## src/rtl/bram_burst_reader.sv

```systemverilog
// Burst read initiator for one BRAM port: streams `length` consecutive words
// from `base_addr` onto a valid/ready stream, absorbing BRAM latency and backpressure.
module bram_burst_reader #(
    parameter int DATA_WIDTH = 2,
    parameter int ADDR_WIDTH = 4
) (
    input  logic                  clk,
    input  logic                  rst,
    input  logic                  start,
    input  logic [ADDR_WIDTH-1:0] base_addr,
    input  logic [ADDR_WIDTH:0]   length,
    output logic                  busy,
    output logic                  done,
    output logic [ADDR_WIDTH-1:0] bram_addr,
    output logic                  bram_wr,
    input  logic [DATA_WIDTH-1:0] bram_data_in,
    output logic [DATA_WIDTH-1:0] out_data,
    output logic                  out_valid,
    input  logic                  out_ready,
    output logic                  out_last
);

    localparam logic [ADDR_WIDTH:0] MAX_LEN = {1'b1, {ADDR_WIDTH{1'b0}}};

    typedef enum logic [1:0] {IDLE, READ, DRAIN} state_t;

    state_t                state;
    logic [ADDR_WIDTH-1:0] next_addr;
    logic [ADDR_WIDTH:0]   issue_left;
    logic [ADDR_WIDTH:0]   len_r;
    logic [ADDR_WIDTH:0]   pop_count;
    logic [ADDR_WIDTH:0]   start_len;
    logic                  issue_v;
    logic                  issue_v_d;

    logic [DATA_WIDTH-1:0] fifo_mem [4];
    logic [1:0]            wr_ptr;
    logic [1:0]            rd_ptr;
    logic [2:0]            occupancy;

    logic                  push;
    logic                  pop;
    logic                  can_issue;
    logic                  last_pop;

    assign bram_wr   = 1'b0;
    assign start_len = (length > MAX_LEN) ? MAX_LEN : length;
    assign push      = issue_v_d;
    assign out_valid = (occupancy != 3'd0);
    assign pop       = out_valid && out_ready;
    assign out_data  = out_valid ? fifo_mem[rd_ptr] : '0;
    assign out_last  = out_valid && ((pop_count + (ADDR_WIDTH+1)'(1)) == len_r);
    assign last_pop  = pop && out_last;

    // Buffered words plus reads still in the address and BRAM stages must never
    // exceed the FIFO depth, so every issued read is guaranteed a slot.
    assign can_issue = (state == READ) &&
                       ((occupancy + 3'(issue_v) + 3'(issue_v_d)) < 3'd4);

    // NOTE: sequential state uses non-blocking assignments so every register
    // samples pre-edge values, independent of statement order.
    always_ff @(posedge clk) begin
        if (rst) begin
            state      <= IDLE;
            busy       <= 1'b0;
            done       <= 1'b0;
            bram_addr  <= '0;
            next_addr  <= '0;
            issue_left <= '0;
            len_r      <= '0;
            pop_count  <= '0;
            issue_v    <= 1'b0;
            issue_v_d  <= 1'b0;
        end else begin
            done      <= 1'b0;
            issue_v   <= 1'b0;
            issue_v_d <= issue_v;
            if (pop) pop_count <= pop_count + (ADDR_WIDTH+1)'(1);

            case (state)
                IDLE: begin
                    if (start) begin
                        busy       <= 1'b1;
                        next_addr  <= base_addr;
                        len_r      <= start_len;
                        issue_left <= start_len;
                        pop_count  <= '0;
                        state      <= (start_len == '0) ? DRAIN : READ;
                    end
                end
                READ: begin
                    if (can_issue) begin
                        bram_addr  <= next_addr;
                        next_addr  <= next_addr + ADDR_WIDTH'(1);
                        issue_v    <= 1'b1;
                        issue_left <= issue_left - (ADDR_WIDTH+1)'(1);
                        if (issue_left == (ADDR_WIDTH+1)'(1)) state <= DRAIN;
                    end
                end
                DRAIN: begin
                    if (len_r == '0 || last_pop) begin
                        done  <= 1'b1;
                        busy  <= 1'b0;
                        state <= IDLE;
                    end
                end
                default: state <= IDLE;
            endcase
        end
    end

    // NOTE: FIFO storage has no reset; the pointers and occupancy are reset,
    // and out_data is masked while empty, so stale contents are never visible.
    always_ff @(posedge clk) begin
        if (push) fifo_mem[wr_ptr] <= bram_data_in;
    end

    always_ff @(posedge clk) begin
        if (rst) begin
            wr_ptr    <= '0;
            rd_ptr    <= '0;
            occupancy <= '0;
        end else begin
            if (push) wr_ptr <= wr_ptr + 2'd1;
            if (pop)  rd_ptr <= rd_ptr + 2'd1;
            if (push && !pop)      occupancy <= occupancy + 3'd1;
            else if (!push && pop) occupancy <= occupancy - 3'd1;
        end
    end

endmodule

```

## config.mk

```make
export PLATFORM = sky130hd
export DESIGN_NAME = bram_burst_reader
export DESIGN_NICKNAME = d
export VERILOG_FILES = /design/src/rtl/bram_burst_reader.sv
export SDC_FILE = /design/constraint.sdc
export NUM_CORES = 1
export LEC_CHECK = 0
export ABC_AREA = 1
export BUFFER_PORTS_ARGS = -buffer_cell sky130_fd_sc_hd__buf_2
export CAP_MARGIN = 30
export CORE_MARGIN = 2
export CORE_UTILIZATION = 37
export CTS_BUF_LIST = sky130_fd_sc_hd__clkbuf_2
export DETAILED_ROUTE_END_ITERATION = 10
export HOLD_SLACK_MARGIN = 0.02
export SYNTH_ARGS = -nofsm -noshare
export SYNTH_HDL_FRONTEND = slang
export SYNTH_SLANG_ARGS = --single-unit
```

## constraint.sdc

```tcl
create_clock -name clk -period 1.6 [get_ports clk]
set_input_delay 0.16 -clock clk [delete_from_list [all_inputs] [get_ports clk]]
set_output_delay 0.16 -clock clk [all_outputs]
set_load 0.02 [all_outputs]
```

Word level (Yosys, flattened, before mapping)
Memories as Yosys holds them, arrays and structs flattened. A register that Yosys moved wholly into a read port is not among the register bits.
Index checks and enable logic that the tools add are counted.
{"block": "word_totals", "reg_bits": 36, "ramBits": 8, "input_bits": 15, "output_inout_bits": 11, "wordCells": 86, "n_memories": 1}
{"name": "fifo_mem", "words": 4, "width": 2, "read_ports": 1, "rd_ports_with_merged_regs": 1, "write_ports": 1, "line": "36", "rtl": "logic [DATA_WIDTH-1:0] fifo_mem [4];"}
{"block": "classes", "addsub": 9, "n_lt_le_gt_ge": 2, "eq_ne": 8, "mux": 28, "n_bitwise": 2, "reduce_logical": 23}
{"op": "$mux 5", "count": 6}
{"op": "$mux 2", "count": 8}
{"op": "$logic_not 5->1", "count": 2}
{"op": "$pmux 5 s2", "count": 1}
{"op": "$mux 4", "count": 2}
{"op": "$pmux 4 s2", "count": 1}
{"op": "$add 3x1->3", "count": 2}
{"op": "$logic_and 1x1->1", "count": 6}
{"op": "$mux 1", "count": 6}
{"op": "$mux 3", "count": 2}
{"op": "$ne 2x2->1 const B", "count": 3}
{"op": "$pmux 2 s3", "count": 1}
{"op": "$reduce_and 3->1", "count": 2}
{"op": "$reduce_bool 2->1", "count": 3}
{"op": "$add 5x1->5 const B", "count": 1}
{"op": "$eq 5x1->1 const B", "count": 1}
{"op": "$eq 5x5->1", "count": 1}
{"op": "$gt 5x5->1 const B", "count": 1}
{"op": "$sub 5x1->5 const B", "count": 1}
{"op": "$add 2x1->2 const B", "count": 2}
{"op": "$add 4x1->4 const B", "count": 1}
{"op": "$reduce_and 2->1", "count": 2}
{"op": "$reduce_and 4->1", "count": 1}
{"op": "$reduce_or 2->1", "count": 2}
{"op": "12 further kinds", "count": 14}

Logic depth before layout (Yosys ltp)
Gate-level depths: netlist of the first run.
{"block": "depth", "ltp_word": 7, "depth_mapped": 12, "depth_no_buf": 12}

Worst setup path before layout of the first run
Ideal clock, no wire load.
{"block": "synth_timing", "path_type": "register to register", "from": "register occupancy[1]", "to": "register occupancy[2]", "setup_time_ps": 122, "arrival_time_ps": 1679, "required_time_ps": 1478, "setup_slack_ps": -201, "path_stages_with_launch": 11, "path_buffers": 0, "period_less_slack_ps": 1801, "path_cell_list": "dfxtp_1 > nor2_1 > nand2_2 > nand2_2 > ha_1 > inv_1 > fa_1 > a21oi_1 > o21ai_0 > o21ai_0 > a21oi_1"}
{"block": "synth_between", "elab_chain_cells": 5, "word_cells_on_any_way": 10, "cone_classes": "add/sub (2); mux (2); reduce/logical (6)"}
{"element": "start: declaration", "line": "39", "rtl": "logic [2:0] occupancy;"}
{"element": "start signal: assignment", "line": "126", "rtl": "if (push && !pop) occupancy <= occupancy + 3'd1;"}
{"element": "start signal: assignment", "line": "127", "rtl": "else if (!push && pop) occupancy <= occupancy - 3'd1;"}
{"element": "$reduce_bool 3->1 *", "line": "49", "rtl": "assign out_valid = (occupancy != 3'd0);"}
{"element": "via out_valid", "line": "18", "rtl": "output logic out_valid,"}
{"element": "$logic_and 1x1->1 *", "line": "50", "rtl": "assign pop = out_valid && out_ready;"}
{"element": "$logic_not 1->1", "line": "126"}
{"element": "$logic_and 1x1->1", "line": "126"}
{"element": "$mux 3 or $reduce_bool 2->1 (tied branches)"}
Mark *: on every way through the listed nets, which the timed path passes. The rest lies on a longest branch. The select of a mux whose other input is x is not followed.
A chain may end at the register's enable or synchronous reset.

Final worst setup path of the first run
{"block": "layout_timing", "from": "register pop_count[0]", "to": "output out_last"}
{"block": "layout_between", "elab_chain_cells": 3}
{"element": "start: declaration", "line": "31", "rtl": "logic [ADDR_WIDTH:0] pop_count;"}
{"element": "start signal: assignment", "line": "78", "rtl": "if (pop) pop_count <= pop_count + (ADDR_WIDTH+1)'(1);"}
{"element": "$add 5x1->5", "line": "52", "rtl": "assign out_last = out_valid && ((pop_count + (ADDR_WIDTH+1)'(1)) == len_r);"}
{"element": "$eq 5x5->1", "line": "52"}
{"element": "$logic_and 1x1->1", "line": "52"}
{"element": "end: declaration", "line": "20", "rtl": "output logic out_last"}
No other way between the ends.

==> key figures, run 1 <==
Run status
  – Status: finished with violations
  – Failing checks: negative setup slack

Setup path
  – Max incr delay on CP: 420 ps
  – CP Cell Sequence: ha_4 -> nand2_4 -> o21ai_2 -> nand2_1 -> nand2_1 -> nand2_1 -> and3_4 -> buf_6
  – CP max stage cell: dfxtp_2
  – Crit path max-delay family: simple AND/OR/NAND/NOR gates
  – Worst path bufs/invs: 1
  – Worst Setup Path Type: reg2out
  – Reg-to-Reg End: occupancy[2]$_SDFFE_PP0P_
  – Worst-case reg-to-reg path depth: 10
  – Req. time, crit path: 1440 ps
  – R2R Path Start: occupancy[0]$_SDFFE_PP0P_
  – Critical Path End Type: output port
  – Startpoint types: flop
  – Worst path most repeated cell: nand2_1
  – Crit Path Max Fanout: 3
  – R2r setup slk: -60 ps
  – Arr. time, crit path: 1720 ps

Die
  – DIE AREA: 6870 um2
  – Die height: 82.9 um
  – Starting density of the core: 0.387
  – Die width: 82.9 um
  – Rows: 28
  – IO Pins: 26
  – Core Box Area: 5960 um2

Hold path
  – Hold endpoint: next_addr[2]$_SDFFE_PP0P_
  – Hold path depth: 5
  – Hold crit path type: in2reg
  – Hold_sp: base_addr[2]

Timing
  – Post-route setup slack: -282 ps
  – Clock Skews: 14.3 ps
  – Final hold vios: 0
  – Unrepaired setup endpoints after global routing: true
  – Final setup viols: 11
  – Final period util: 1.18
  – Final Max Slew Viols: 0
  – Max frequency: 531 MHz
  – Setup TNS: -519 ps
  – Minimum clock period: 1880 ps

Clock network
  – Clock sinks: 46
  – Clk buf depth: 2
  – Worst-path clk slew: 240 ps
  – Skew-Pair Late Insertion Delay: 430 ps
  – Clk root buf: clkbuf_2
  – CTS Buf Count: 5
  – CTS tree: done
  – H-tree depth: 2

GRT
  – Via count of the first global-routing pass: 2000
  – All-Layer GR Usage: 0.158
  – Pin count of the biggest net entering global routing: 16
  – First-pass GRT wire length: 8.96 mm
  – Initial antenna violation count: 0
  – GR Overflow Total: 0

Synthesis
  – Mapped Area: 2300 um2
  – Post-Syn Instances: 299
  – Synth unique cells: 33
  – Synth Register Bits: 46
  – Syn nets: 325
  – YS warnings: 0
  – Syn avg cell area: 7.70 um2
  – Seq/Total Area, Yosys: 0.435

Drt
  – Total wire length: 5.19 mm
  – Initial drt markers: 64
  – Wire per inst: 12.0 um
  – Vias after detailed routing: 2097
  – Vias per inst: 4.84
  – First-pass detailed-route iteration total: 4
  – Post-DRT Antenna Nets: 0
  – DRC viols: 0

Place
  – Pre-CTS setup slack: -72.5 ps
  – DPL Wire Length: 3.58 mm
  – Input/output buffers: 24
  – GP Congestion: 0.810

Layout
  – Nets: 383
  – Util after Layout: 0.517
  – Antenna cells: 0
  – Ratio of cells with drive above 1 in the final layout: 0.349
  – Area growth syn-to-layout: 33.6%
  – Fill count: 567

Pwr
  – Leakage: 0.00134 uW
  – Pwr dens: 1420 nW/um2
  – VDD IR max: 0.985 mV

Run
  – MaxCap Viol Count: 0
area by class of cell:
class / count / area, um2 / share of cell area
repair buffers: 58 / 423 / 0.137
well taps: 75 / 93.8 / 0.0305
clock inverters: 3 / 43.8 / 0.0142
multi-input cells: 204 / 1300 / 0.422
repair inverters: 1 / 6.26 / 0.00203
clock buffers: 5 / 25.0 / 0.00813
inverters: 41 / 164 / 0.0533
flip-flops and latches: 46 / 1020 / 0.332
synth_stat cells (all sizes together):
cell | instances | area [um2]
edfxtp | 8 | 240
nand3 | 17 | 85.1
o22ai | 5 | 31.3
and3 | 1 | 6.26
a211oi | 4 | 30.0
fa | 1 | 20.0
dfxtp | 38 | 761
nand4 | 5 | 31.3
nor3 | 3 | 15.0
conb | 1 | 3.75
o211ai | 1 | 7.51
inv | 41 | 156
buf | 5 | 37.5
nor2 | 29 | 109
a21oi | 26 | 134
nand2 | 64 | 260
nand3b | 1 | 7.51
o31ai | 1 | 7.51
xor2 | 4 | 53.8
ha | 10 | 125
o21ai | 31 | 170
clkbuf | 3 | 11.3
stage by stage:
stage	std cells	total power [uW]	cell area (um2)	hold slack (ps)
3_5_place_dp	405	3180	2600	396
5_1_grt	433	4730	3080	59.7
4_1_cts	436	4180	2980	38.3
2_1_floorplan	299	2670	2320	259
3_3_place_gp	405	3150	2600	395
6_report	433	4380	3080	86.6
layout by cell type (no fill, tap or decap), types with 6 or more instances in the layout:
cell type / count
buf_4: 24
buf_2: 21
edfxtp_1: 8
nand2_2: 10
o21ai_2: 9
a21oi_1: 20
nand2_1: 49
dlygate4sd3_1: 7
nand3_1: 14
nor2_1: 23
inv_1: 34
buf_6: 6
ha_1: 7
dfxtp_1: 29
o21ai_0: 18
a21oi_2: 6
how the worst max path moves through the flow:
stage	startpoint	depth (start not counted)	to
after global placement	occupancy[0]$_SDFFE_PP0P_	10	issue_left[4]$_SDFFE_PP0P_
after global routing	pop_count[0]$_SDFF_PP0_	8	out_last
after detailed placement	occupancy[0]$_SDFFE_PP0P_	10	issue_left[4]$_SDFFE_PP0P_
after CTS	pop_count[1]$_SDFF_PP0_	8	out_last
after floorplan	issue_v_d$_SDFF_PP0_	11	next_addr[2]$_SDFFE_PP0P_
final	pop_count[0]$_SDFF_PP0_	8	out_last
worst register-to-register path: stages (launching register included):
cell and delay [ps]:
dfxtp_4 420, nor2_4 120, nand2_4 70, nand2_4 70, ha_4 120, inv_2 30
fa_2 350, a21oi_2 150, o21ai_2 70, o21ai_1 120, a21oi_1 50
flip-flops by register name, summed over array words and instances (netlist names), named ones only:
register and cells:
bram_addr 4, busy 1, done 1, fifo_mem 8
issue_left 5, issue_v 1, issue_v_d 1, len_r 5
next_addr 4, occupancy 3, pop_count 5, rd_ptr 2
state 2, wr_ptr 2
logic make-up (layout without fill, tap and decap cells):
family                     after synthesis  after routing  synth area share
buffers and inverters                   49            108            0.0891
and+or+nand+nor                        120            120             0.223
DFF                                     46             46             0.435
xor gates and xnor gates                 4              4            0.0234
AOI/OAI and AO/OA                       68             68             0.165
other                                    1              1           0.00163
adders and majority gates               11             11            0.0630
metal layers:
layer,GRT usage,part of all wire,up-vias
met5,0,0,-
met4,0.0432,0.015,0
met3,0.0368,0.033,8
met2,0.267,0.49,35
met1,0.201,0.47,958
li1,-,-,1096
power breakdown:
part / switching (uW) / internal, uW
sequential: 188 / 1410
combinational: 1180 / 931
clock: 400 / 268
timing repair:
| action | CTS | global route |
|---|---|---|
| pin swaps | 13 | 18 |
| setup endpoints to repair | 15 | 24 |
| hold endpoints to repair | 18 | 1 |
| hold buffers | 6 | 1 |
| setup buffers | 16 | 2 |
| cloned | 1 | 0 |
| gates resized for setup | 41 | 35 |
(Power assumes the default switching activity.)
==> run 2: changes to the inputs <==
PLACE_DENSITY = 0.57   (was default)
==> run 2 against run 1 <==
Compared with the run above: the run still ends with negative setup slack left; maximum frequency grew 1.2%; sequential share of layout area shrank 0.23 points; count of clock-buffer cells in the layout grew 2; design area grew 0.94%; register-to-register slack lost 120 ps.
==> key figures, run 2 (synthesized netlist as in run 1, its figures left out) <==
GRT
  – Via count of the first global-routing pass: 1981 (-0.95%)
  – First-pass GRT wire length: 8.77 mm (-2.2%)
  – All-Layer GR Usage: 0.152 (-0.00529)
  – GR Overflow Total: 0 (unchanged)
  – Pin count of the biggest net entering global routing: 20 (+4)
  – Initial antenna violation count: 0 (unchanged)

Drt
  – Vias per inst: 4.86 (+0.44%)
  – Initial drt markers: 81 (+27%)
  – Post-DRT Antenna Nets: 0 (unchanged)
  – Vias after detailed routing: 2116 (+0.91%)
  – Total wire length: 5.28 mm (+1.6%)
  – Wire per inst: 12.1 um (+1.2%)
  – First-pass detailed-route iteration total: 4 (unchanged)
  – DRC viols: 0 (unchanged)

Pwr
  – Pwr Total: 4330 uW (-1.1%)
  – Leakage: 0.00135 uW (+0.57%)
  – VDD IR max: 0.624 mV (-37%)
  – Pwr dens: 1390 nW/um2 (-2.1%)

Die
  – Starting density of the core: 0.387 (unchanged)
  – Rows: 28 (unchanged)
  – Core Box Area: 5960 um2 (unchanged)
  – Die width: 82.9 um (unchanged)
  – IO Pins: 26 (unchanged)
  – Die height: 82.9 um (unchanged)
  – DIE AREA: 6870 um2 (unchanged)

Layout
  – Antenna cells: 0 (unchanged)
  – Area occupied by multi-input gates: 1330 um2 (+2.3%)
  – Register name with the most flops: fifo_mem
  – Ratio of cells with drive above 1 in the final layout: 0.361 (+0.0119)
  – Util after Layout: 0.522 (+0.00483)
  – Commonest cells after routing, fill and taps aside: nand2_1, inv_1, dfxtp_1
  – Register area: 1020 um2 (+0.24%)
  – Fin area: 3110 um2 (+0.94%)
  – Largest register FFs: 8 (unchanged)
  – Area growth syn-to-layout: 34.9%
  – Fill count: 594 (+4.8%)
  – Nets: 385 (+0.52%)
  – Most common cell after layout, fill and taps aside: nand2_1

Setup path
  – Max incr delay on CP: 410 ps (about the same)
  – Critical Path End Type: output port
  – Crit Path Max Fanout: 2 (-1)
  – Arr. time, crit path: 1700 ps (-20 ps)
  – Crit path max-delay family: simple AND/OR/NAND/NOR gates
  – R2r setup slk: -180 ps (-120 ps)
  – Req. time, crit path: 1440 ps (about the same)
  – Worst path bufs/invs: 2 (+1)
  – Worst Setup Path Type: reg2out
  – Startpoint types: flop
  – CP max stage cell: dfxtp_4
  – Worst path most repeated cell: nand2_1
  – CP Cell Sequence: ha_4 -> inv_2 -> nand2_1 -> nand2_1 -> nand3_2 -> nor2_4 -> and3_4 -> buf_6

Timing
  – Final setup viols: 14 (+3)
  – Unrepaired setup endpoints after global routing: true
  – Final period util: 1.16 (-0.0136)
  – Final Max Slew Viols: 0 (unchanged)
  – Post-route setup slack: -261 ps (+21.8 ps)
  – Slew @ Worst Pin: 517 ps
  – Minimum clock period: 1860 ps (-21.8 ps)
  – Slew Limit Headroom: 0.655
  – Max frequency: 537 MHz (+1.2%)
  – Clock Skews: 21.8 ps (+7.42 ps)
  – Final hold vios: 0 (unchanged)

Clock network
  – Skew-Pair Late Insertion Delay: 400 ps (-30 ps)
  – Clock sinks: 46 (unchanged)
  – CTS tree: done
  – Clk root buf: clkbuf_2
  – H-tree depth: 2 (unchanged)
  – Clk buf depth: 2 (unchanged)
  – CTS Buf Count: 5 (unchanged)
  – Worst-path clk slew: 230 ps (about the same)

Place
  – Placed Area: 2620 um2 (+0.58%)
  – GP Congestion: 0.790 (-2.5%)
  – Input/output buffers: 24 (unchanged)
  – DPL Wire Length: 3.52 mm (-1.5%)

Hold path
  – Hold crit path type: in2reg

Run
  – MaxCap Viol Count: 0 (unchanged)

Run status
  – Status: finished with violations
  – Failing checks: negative setup slack
-- run 2: final cells by class --
| cell class | instances | share of cell area |
|---|---|---|
| Inverter | 41 | 0.0528 |
| Tap cell | 75 | 0.0302 |
| Clock inverter | 1 | 0.00242 |
| Sequential cell | 46 | 0.330 |
| Multi-Input combinational cell | 204 | 0.428 |
| Timing Repair inverter | 1 | 0.00201 |
| Timing Repair Buffer | 60 | 0.143 |
| Clock buffer | 7 | 0.0113 |
-- run 2: timing repair --
item	4_1_cts	5_1_grt
resized for setup	42	47
setup buffers	19	5
hold buffers	3	1
cloned	1	0
hold endpoints to repair	9	1
pin swaps	18	22
endpoints found under the setup margin	15	24
-- run 2: power breakdown --
| group | switching, uW | leakage [uW] | internal, uW | total (uW) |
|---|---|---|---|---|
| clock network | 359 | 0.0000292 | 121 | 480 |
| registers | 200 | 0.000389 | 1410 | 1610 |
| logic | 1220 | 0.000927 | 1010 | 2240 |
| total | 1780 | 0.00135 | 2550 | 4330 |
-- run 2: path summary, 6_finish.rpt --
check,startpoint,depth (start not counted),endpoint
max,pop_count[0]$_SDFF_PP0_,8,out_last
min reg2reg,issue_v$_SDFF_PP0_,2,issue_v_d$_SDFF_PP0_
max reg2reg,pop_count[0]$_SDFF_PP0_,13,state[0]$_SDFFE_PP0P_
min,rst,2,bram_addr[3]$_SDFFE_PP0P_
-- run 2: stage by stage --
stage / TNS (ps) / instances / setup WS (ps) / hold WS (ps)
3_5_place_dp: -353 / 407 / -50.3 / 389
2_1_floorplan: -423 / 299 / -92.8 / 259
4_1_cts: -1320 / 437 / -253 / 22.2
3_3_place_gp: -135 / 407 / -30.1 / 393
6_report: -896 / 435 / -261 / 49.3
5_1_grt: -2770 / 435 / -372 / 25.1
-- run 2: routing by layer --
metal | wire length, um | vias to the layer above | GRT usage
li1 | - | 1100 | -
met4 | 64 | 0 | 0.0358
met2 | 2570 | 35 | 0.260
met5 | 0 | - | 0
met3 | 165 | 7 | 0.0278
met1 | 2480 | 974 | 0.200
==> run 3: changes to the inputs <==
MAX_ROUTING_LAYER = met4   (was default)
SKIP_LAST_GASP = 1   (was default)
==> run 3 against run 2 <==
Compared with the run above: the flow still finishes with violations (negative setup slack); critical path depth is the same; clock skew is 2.8 ps lower; largest cell class unchanged; sequential power about the same; highest routed layer unchanged.
==> key figures, run 3 (synthesized netlist as in run 1, its figures left out) <==
Clock network
  – Worst-path clk slew: 230 ps (about the same)
  – H-tree depth: 2 (unchanged)
  – CTS tree: done
  – Clock sinks: 46 (unchanged)
  – Clk buf depth: 2 (unchanged)
  – CTS Buf Count: 5 (unchanged)
  – Clk root buf: clkbuf_2
  – Skew-Pair Late Insertion Delay: 390 ps (about the same)

Setup path
  – Critical Path End Type: output port
  – Startpoint types: flop
  – R2r setup slk: -170 ps (about the same)
  – Req. time, crit path: 1440 ps (about the same)
  – Worst-case reg-to-reg path depth: 13 (unchanged)
  – Arr. time, crit path: 1690 ps (about the same)
  – Crit Path Max Fanout: 2 (unchanged)
  – Worst Setup Path Type: reg2out
  – R2R Path Start: pop_count[0]$_SDFF_PP0_
  – Reg-to-Reg End: state[0]$_SDFFE_PP0P_

Layout
  – Nets: 385 (unchanged)
  – Largest register FFs: 8 (unchanged)
  – Most common cell after layout, fill and taps aside: nand2_1
  – Antenna cells: 0 (unchanged)
  – Register name with the most flops: fifo_mem
  – Ratio of cells with drive above 1 in the final layout: 0.353 (-0.00833)
  – Area growth syn-to-layout: 34.0%
  – Commonest cells after routing, fill and taps aside: nand2_1, inv_1, dfxtp_1

Timing
  – Max frequency: 540 MHz (+0.49%)
  – Final hold vios: 0 (unchanged)
  – Post-route setup slack: -252 ps (+9.06 ps)
  – Clock Skews: 18.9 ps (-2.84 ps)
  – Minimum clock period: 1850 ps (-9.06 ps)
  – Final hold slack: 57.4 ps (+8.12 ps)
  – Unrepaired setup endpoints after global routing: true
  – Final period util: 1.16 (-0.00566)
  – Final setup viols: 10 (-4)
  – Final Max Slew Viols: 0 (unchanged)
  – Setup TNS: -724 ps (+172 ps)

Pwr
  – Clock share of power: 0.112 (about the same)
  – Pwr dens: 1380 nW/um2 (-0.81%)
  – VDD IR max: 0.612 mV (-2.0%)
  – Int Power: 2530 uW (-0.80%)
  – Sw frac: 0.408 (-0.00387)
  – Switch Pwr: 1740 uW (-2.4%)
  – Comb power frac: 0.511 (-0.005)
  – Sequential power share: 0.377 (+0.004)
  – Leakage: 0.00135 uW (about the same)

Drt
  – Total wire length: 5.14 mm (-2.5%)
  – Vias per inst: 4.85 (-0.28%)
  – First-pass detailed-route iteration total: 4 (unchanged)
  – Vias after detailed routing: 2110 (-0.28%)
  – Initial drt markers: 87 (+7.4%)
  – Wire per inst: 11.8 um (-2.5%)
  – Post-DRT Antenna Nets: 0 (unchanged)
  – DRC viols: 0 (unchanged)

Die
  – IO Pins: 26 (unchanged)
  – Core Box Area: 5960 um2 (unchanged)
  – Starting density of the core: 0.387 (unchanged)
  – Rows: 28 (unchanged)
  – Die width: 82.9 um (unchanged)
  – Die height: 82.9 um (unchanged)
  – DIE AREA: 6870 um2 (unchanged)

Place
  – GP Congestion: 0.801 (+1.4%)
  – DPL Wire Length: 3.52 mm (unchanged)
  – Input/output buffers: 24 (unchanged)

GRT
  – All-Layer GR Usage: 0.156 (+0.00389)
  – GR Overflow Total: 0 (unchanged)
  – Initial antenna violation count: 0 (unchanged)
  – First-pass GRT wire length: 8.74 mm (-0.31%)
  – Pin count of the biggest net entering global routing: 20 (unchanged)
  – Via count of the first global-routing pass: 1971 (-0.50%)

Run status
  – Status: finished with violations
  – Failing checks: negative setup slack

Hold path
  – Hold endpoint: bram_addr[3]$_SDFFE_PP0P_
  – Hold_sp: rst
  – Hold crit path type: in2reg
  – Hold path depth: 2 (unchanged)

Run
  – MaxCap Viol Count: 0 (unchanged)
run 3: cell types whose count changed in the layout (fill, tap and decap cells not counted):
cell	previous run	this run
nand3_1	12	14
nand3_2	4	3
nand2_2	6	5
buf_6	10	7
nand3_4	1	0
buf_4	25	27
a21oi_2	8	7
nand2_4	6	7
buf_8	0	1
a21oi_1	18	19
run 3: worst max path at each step:
stage                                          from                          to  slack [ps]  cells past startpoint
after floorplan                issue_v_d$_SDFF_PP0_   next_addr[2]$_SDFFE_PP0P_         -90                     11
after global placement    occupancy[1]$_SDFFE_PP0P_   occupancy[2]$_SDFFE_PP0P_         -30                     10
after detailed placement  occupancy[0]$_SDFFE_PP0P_  issue_left[0]$_SDFFE_PP0P_         -50                     10
after CTS                   pop_count[1]$_SDFF_PP0_                    out_last        -250                      8
after global routing        pop_count[0]$_SDFF_PP0_                    out_last        -370                      8
final                       pop_count[0]$_SDFF_PP0_                    out_last        -250                      8
run 3: metrics by stage:
step | area, um2 | total power [uW] | worst slack [ps] | std cells | util
after floorplan | 2320 | 2670 | -92.8 | 299 | -
after global placement | 2620 | 3180 | -30.1 | 407 | 0.439
after detailed placement | 2620 | 3190 | -50.3 | 407 | 0.439
after CTS | 2960 | 4040 | -253 | 437 | 0.496
after global routing | 3090 | 4620 | -373 | 435 | 0.518
final | 3090 | 4270 | -252 | 435 | 0.518
run 3: repair_timing:
| action | CTS | global route |
|---|---|---|
| cloned | 1 | 0 |
| hold buffers | 3 | 1 |
| pin swaps | 15 | 22 |
| endpoints found under the hold margin | 9 | 1 |
| endpoints found under the setup margin | 15 | 24 |
| setup buffers | 19 | 5 |
| resized for setup | 40 | 45 |
run 3: power by group through the flow:
stage	combinational (uW)	sequential (uW)	clock [uW]
4_1_cts	1940	1590	507
3_3_place_gp	1600	1590	0
2_1_floorplan	1060	1610	0
3_5_place_dp	1600	1590	0
6_report	2180	1610	480
5_1_grt	2420	1640	554
run 3: per-layer routing:
layer  track usage  share of wire  vias to the layer above
li1              -              -                     1104
met4        0.0358         0.0080                        0
met1         0.200           0.48                      967
met2         0.258           0.48                       34
met5             -              0                        -
met3        0.0278          0.032                        5
run 3: worst max-delay path: stages, from the launching register on:
cell     delay, ps
dfxtp_4        410
ha_4           240
inv_2           50
nand2_1         50
nand2_1         60
nand3_2         80
nor2_4         110
and3_4         190
buf_6          110
run 3: final cells by class:
type | count | area (um2)
clock buffer | 7 | 35.0
fill | 592 | 2870
clock inverter | 1 | 7.51
timing repair inverter | 1 | 6.26
timing repair buffer | 60 | 442
tap | 75 | 93.8
inverter | 41 | 164
sequential | 46 | 1020
multi-input combinational | 204 | 1310
